<file path="src/rtl/bram1_be_server.sv">
// Credit-based request/response front end for a single-port byte-enable BRAM.
// Define BRAM_WRITE_RESP_EN to make writes return the merged word as a response.
module bram1_be_server #(
    parameter int unsigned ADDR_WIDTH = 1,
    parameter int unsigned DATA_WIDTH = 8,
    parameter int unsigned WE_WIDTH   = 1,
    parameter int unsigned PIPELINED  = 0,
    parameter int unsigned RESP_DEPTH = 4
) (
    input  logic                  CLK,
    input  logic                  RST_N,
    input  logic                  REQ_VALID,
    output logic                  REQ_READY,
    input  logic [WE_WIDTH-1:0]   REQ_WE,
    input  logic [ADDR_WIDTH-1:0] REQ_ADDR,
    input  logic [DATA_WIDTH-1:0] REQ_DATA,
    output logic                  RESP_VALID,
    input  logic                  RESP_READY,
    output logic [DATA_WIDTH-1:0] RESP_DATA,
    output logic                  BRAM_EN,
    output logic [WE_WIDTH-1:0]   BRAM_WE,
    output logic [ADDR_WIDTH-1:0] BRAM_ADDR,
    output logic [DATA_WIDTH-1:0] BRAM_DI,
    input  logic [DATA_WIDTH-1:0] BRAM_DO
);

    localparam int unsigned LAT = (PIPELINED != 0) ? 2 : 1;
    localparam int unsigned PW  = $clog2(RESP_DEPTH);
    localparam int unsigned CW  = $clog2(RESP_DEPTH) + 1;

    logic [LAT-1:0]        tag_sr;
    logic [DATA_WIDTH-1:0] fifo_mem [RESP_DEPTH];
    logic [PW-1:0]         wptr;
    logic [PW-1:0]         rptr;
    logic [CW-1:0]         count;
    logic [CW-1:0]         credit;
    logic [CW-1:0]         credit_nxt;
    logic                  ready_q;
    logic                  accept;
    logic                  tag_in;
    logic                  push;
    logic                  pop;

    // BRAM port is driven straight from the request when it is accepted.
    assign accept    = REQ_VALID & ready_q;
    assign BRAM_EN   = accept;
    assign BRAM_WE   = accept ? REQ_WE : '0;
    assign BRAM_ADDR = REQ_ADDR;
    assign BRAM_DI   = REQ_DATA;

`ifdef BRAM_WRITE_RESP_EN
    assign tag_in = accept;
`else
    assign tag_in = accept & (REQ_WE == '0);
`endif

    assign push       = tag_sr[LAT-1];
    assign RESP_VALID = (count != '0);
    assign pop        = RESP_VALID & RESP_READY;
    assign RESP_DATA  = fifo_mem[rptr];
    assign REQ_READY  = ready_q;

    // Credits cover queued responses plus tags still travelling through the BRAM.
    assign credit_nxt = credit + CW'(tag_in) - CW'(pop);

    always_ff @(posedge CLK or negedge RST_N) begin
        if (!RST_N) begin
            tag_sr  <= '0;
            wptr    <= '0;
            rptr    <= '0;
            count   <= '0;
            credit  <= '0;
            ready_q <= 1'b0;
        end else begin
            tag_sr  <= LAT'({tag_sr, tag_in});
            credit  <= credit_nxt;
            ready_q <= (credit_nxt < CW'(RESP_DEPTH));
            count   <= count + CW'(push) - CW'(pop);
            if (push) begin
                wptr <= wptr + PW'(1);
            end
            if (pop) begin
                rptr <= rptr + PW'(1);
            end
        end
    end

    // Response storage needs no reset; validity is tracked by count.
    always_ff @(posedge CLK) begin
        if (push) begin
            fifo_mem[wptr] <= BRAM_DO;
        end
    end

endmodule

</file>
<file path="config.mk">
export PLATFORM = sky130hd
export DESIGN_NAME = bram1_be_server
export DESIGN_NICKNAME = d
export VERILOG_FILES = /design/src/rtl/bram1_be_server.sv
export SDC_FILE = /design/constraint.sdc
export NUM_CORES = 1
export LEC_CHECK = 0
export CORE_UTILIZATION = 49
export CTS_CLUSTER_SIZE = 10
export DETAILED_ROUTE_END_ITERATION = 16
export HOLD_SLACK_MARGIN = 0.05
export PLACE_DENSITY = 0.86
export SLEW_MARGIN = 20
export SYNTH_ARGS = -nofsm -noshare
export SYNTH_HDL_FRONTEND = slang
export SYNTH_SLANG_ARGS = --single-unit
</file>
<file path="constraint.sdc">
create_clock -name CLK -period 2.45 [get_ports CLK]
set_clock_uncertainty 0.15 [all_clocks]
set_input_delay 0.49 -clock CLK [delete_from_list [all_inputs] [get_ports CLK]]
set_output_delay 0.49 -clock CLK [all_outputs]
set_load 0.02 [all_outputs]
</file>
# Word-level counts from Yosys, hierarchy flattened
# Memories as Yosys holds them, arrays and structs flattened.
# Index checks and enable logic that the tools add are counted.
# totals
mem_bits_rw,32
output_inout_bits,21
input_bits,22
register_bits,12
wordCells,22
mem_count,1
# op_classes
n_reduce_logical,1
n_bitwise,4
addsub,6
n_lt_le_gt_ge,1
muxes,3
# mem_list
name,depth,width,read_ports,rd_clocked_by_memory_dff,write_ports,line_no,text
fifo_mem,4,8,1,0,1,32,logic [DATA_WIDTH-1:0] fifo_mem [RESP_DEPTH];
# op_table
operator,count
adder 3 x 1 -> 3 bit,2
subtractor 3 x 1 -> 3 bit,2
adder 2 x 1 -> 2 bit (second input constant),2
AND 1 bit,3
< comparator 3 bit (second input constant),1
2-to-1 mux 1 bit,3
nonzero test 3 bit,1
NOT 1 bit,1

# Longest topological paths before layout
# depth
word_depth,5
ltp_mapped,8

# Least setup slack after synthesis
# No wires, ideal clock.
# synth_timing
path_type,in2reg
startpoint,input REQ_VALID
endpoint,"register ready_q, in the netlist REQ_READY"
arrival_time_ns,2.048
slack_ns,0.172
stages,8
path_buffers,0
setup_time_ns,0.080
cell_sequence,and2_1 > nand2b_1 > ha_1 > inv_1 > ha_1 > fa_1 > xnor2_1 > xnor2_1
# synth_between
elab_chain_cells,5
# synth_rtl
element,line_no,text
from (decl),12,"input logic REQ_VALID,"
AND 1 bit,45,assign accept = REQ_VALID & ready_q;
AND 1 bit,54,assign tag_in = accept & (REQ_WE == '0);
adder 3 x 1 -> 3 bit,64,assign credit_nxt = credit + CW'(tag_in) - CW'(pop);
subtractor 3 x 1 -> 3 bit,64,
< comparator 3 bit,77,ready_q <= (credit_nxt < CW'(RESP_DEPTH));
to (signal assigned),77,
to (decl),38,logic ready_q;
# Every way passes these cells.
# A chain may end at the register's enable or synchronous reset.

# Worst setup path after layout
# layout_timing
startpoint,register rptr[0]
endpoint,output RESP_DATA[7]
# layout_between
elab_chain_cells,1
# layout_rtl
element,line_no,text
from (decl),34,logic [PW-1:0] rptr;
from (signal assigned),83,rptr <= rptr + PW'(1);
memory (4 x 8 bit),--,
to (decl),19,"output logic [DATA_WIDTH-1:0] RESP_DATA,"
# Every way passes these cells.

==> impl_metrics.ini <==
[finish]
antenna_cells = 0
area_growth_pct = 18.24
final_cell_mix = edfxtp_1, clkdlybuf4s50_1, dfrtp_1, inv_1, dlygate4sd2_1
fin_util_pct = 63.13
final_common_cell = edfxtp_1
drive_gt1_share_pct = 15.63
final_area_um2 = 2190
stdcell_count = 174
nets = 159

[setup_path]
end_kind = output port
cp.required_ns = 1.81
regToRegStartpoint = count[1]
r2r_end = REQ_READY
r2r_cells = 7
critPathLaunch = rptr[0]
worstPathArrival_ns = 1.72
endpoint = RESP_DATA[7]
rrSetupSlack_ns = 0.17
start_kind = flip-flop
cp_max_fo = 8
critical_path_class = reg2out

[timing]
setup_viol = 0
slew_headroom_pct = 63.08
rsz0062_at_grt = no
tightest_slew_ns = 0.5520
slew_violations = 0
fmax_mhz = 424.5
timing.final.hold_violations = 0
fin_crit_sh_pct = 96.15
setup_ws_ns = 0.09433
fin_crit_ns = 2.356

[hold_path]
worstHoldPathCells = 1
min_path_type = reg2reg

[synth]
synth-edff-count = 32
ys_seq_elements = 44
ys_warn_count = 0
synth_area_leader_cell = edfxtp_1
synth_cell_types = 20
synth_top_area_share_pct = 51.89
synthMuxAreaShare_pct = 9.730
yosys.area_share.simple_pct = 3.243
synth_xor_area_share_pct = 3.784
synth.net_count = 135
synth_ff_type = edfxtp_1
synth_top_family_by_area = multiplexers
async_flop_share_pct = 27.27
syn_avg_cell_area_um2 = 17.98
synth_area_leaders = edfxtp_1, dfrtp_1, mux4_2, ha_1, buf_4
ys_seq_area_share_pct = 68.11
synth_compound_area_share_pct = 1.216
synth_fa_ha_area_share_pct = 7.568
syn-instance-count = 103
syn_area_um2 = 1852

[placed_design]
place.gp.congestion = 0.7113
dpl_cell_area_um2 = 2108
dp_hpwl_um = 1805
pre_cts_ws_ns = -0.2559
numPortBuffers = 24
placedCellCount = 166

[floorplanning]
num_rows = 21
die_h_um = 63.48
ios = 43
start_util_pct = 53.39
die_w_um = 63.48
fp.dieArea_um2 = 4029
placeableCoreArea_um2 = 3468

[clocking]
clk_pin_slew_worst_paths_ns = 0.08
cts_root_buf = clkbuf_8
cts_tree = done
cts_max_path_buffers = 2
cts_sinks = 44
cts_buffers = 5
insertion_delay_ns = 0.29
htreeDepth = 2

[power_and_ir_drop]
p_int_mw = 1.604
swShare_pct = 32.03
p_clk_share_pct = 17.9
vdd_drop_max_v = 0.0004912
static-leakage-power_nw = 0.8483
switchingPower_uw = 755.6
combPwrFrac_pct = 36.5
power_density_nw_per_um2 = 1077
seqPwrFrac_pct = 45.7

[grt]
grt_pass1_vias = 983
grt_pass1_wl_um = 4443
grt-ovfl-total = 0
grt_usage_pct = 15.38
grt_antenna_before_repair = 0
grt_max_degree = 14

[run_status]
status = completed

[drt]
antenna_left = 0
firstDrtPassIters = 4
via_count = 872
drt_iter0_markers = 33
wl_um = 2621
drc = 0
via_per_inst = 5.011
routedWlPerCell_um = 15.06

[run]
drv_cap = 0
-- registers in the layout (all words and copies together) (netlist names) --
| register | count |
|---|---|
| fifo_mem | 32 |
| REQ_READY | 1 |
| wptr | 2 |
| push | 1 |
| rptr | 2 |
| credit | 3 |
| count | 3 |
-- per-stage QoR --
stage | hold WS (ns) | setup TNS (ns) | total power, mW
floorplan | 0.04441 | 0 | 1.687
CTS | 0.3396 | 0 | 2.377
global route | 0.3461 | 0 | 2.533
global placement | 0.3106 | -0.4211 | 1.969
detailed placement | 0.3212 | -0.6253 | 2.012
finish | 0.3338 | 0 | 2.359
-- cell type report --
cell class | instances | area, um^2
Tap cell | 46 | 57.56
Multi-Input combinational cell | 39 | 480.5
Clock inverter | 3 | 13.76
Sequential cell | 44 | 1261
Inverter | 9 | 33.78
Clock buffer | 5 | 68.82
Fill cell | 271 | 1279
Timing Repair Buffer | 28 | 274.0
-- cell usage after synthesis, types with 2 or more instances --
| cell | number |
|---|---|
| and2_1 | 5 |
| xor2_1 | 2 |
| dfrtp_1 | 12 |
| inv_1 | 9 |
| edfxtp_1 | 32 |
| ha_1 | 8 |
| buf_4 | 9 |
| fa_1 | 2 |
| xnor2_1 | 6 |
| mux4_2 | 8 |
-- worst min-delay path by stage --
stage | startpoint | end
4_1_cts | credit[0] | credit[0]
5_1_grt | credit[0] | credit[0]
3_3_place_gp | credit[1] | REQ_READY
2_1_floorplan | RST_N | REQ_READY
6_report | credit[0] | credit[0]
3_5_place_dp | credit[0] | credit[0]
-- critical path: stages (launching register included) --
cell	delay [ns]
dfrtp_1	0.43
buf_12	0.16
mux4_2	0.50
dlygate4sd2_1	0.33
-- logic make-up after synthesis --
logic type / after synthesis
mux: 8
fa+ha+maj: 10
simple gates: 10
buf+inv: 20
flops: 44
compound gates: 3
xor+xnor: 8
-- layer usage --
layer / up-vias / wire length [um] / track usage (%)
met3: 7 / 111 / 3.986
met2: 25 / 1383 / 25.27
li1: 408 / - / -
met5: - / 0 / 0
met1: 432 / 1094 / 18.23
met4: 0 / 32 / 8.807
-- power by group through the flow --
stage / clock network (mW) / registers (mW) / logic (mW)
after CTS: 0.433 / 1.08 / 0.864
after global placement: 0 / 1.08 / 0.887
after detailed placement: 0 / 1.09 / 0.920
after global routing: 0.468 / 1.10 / 0.962
after floorplan: 0 / 1.04 / 0.646
final: 0.421 / 1.08 / 0.861
-- what timing repair did --
action	CTS	global route
endpoints found under the hold margin	0	0
cloned	0	0
hold buffers	0	0
resized for setup	9	2
endpoints found under the setup margin	9	3
setup buffers	0	0
No activity file was read; power rests on OpenSTA's default activity.
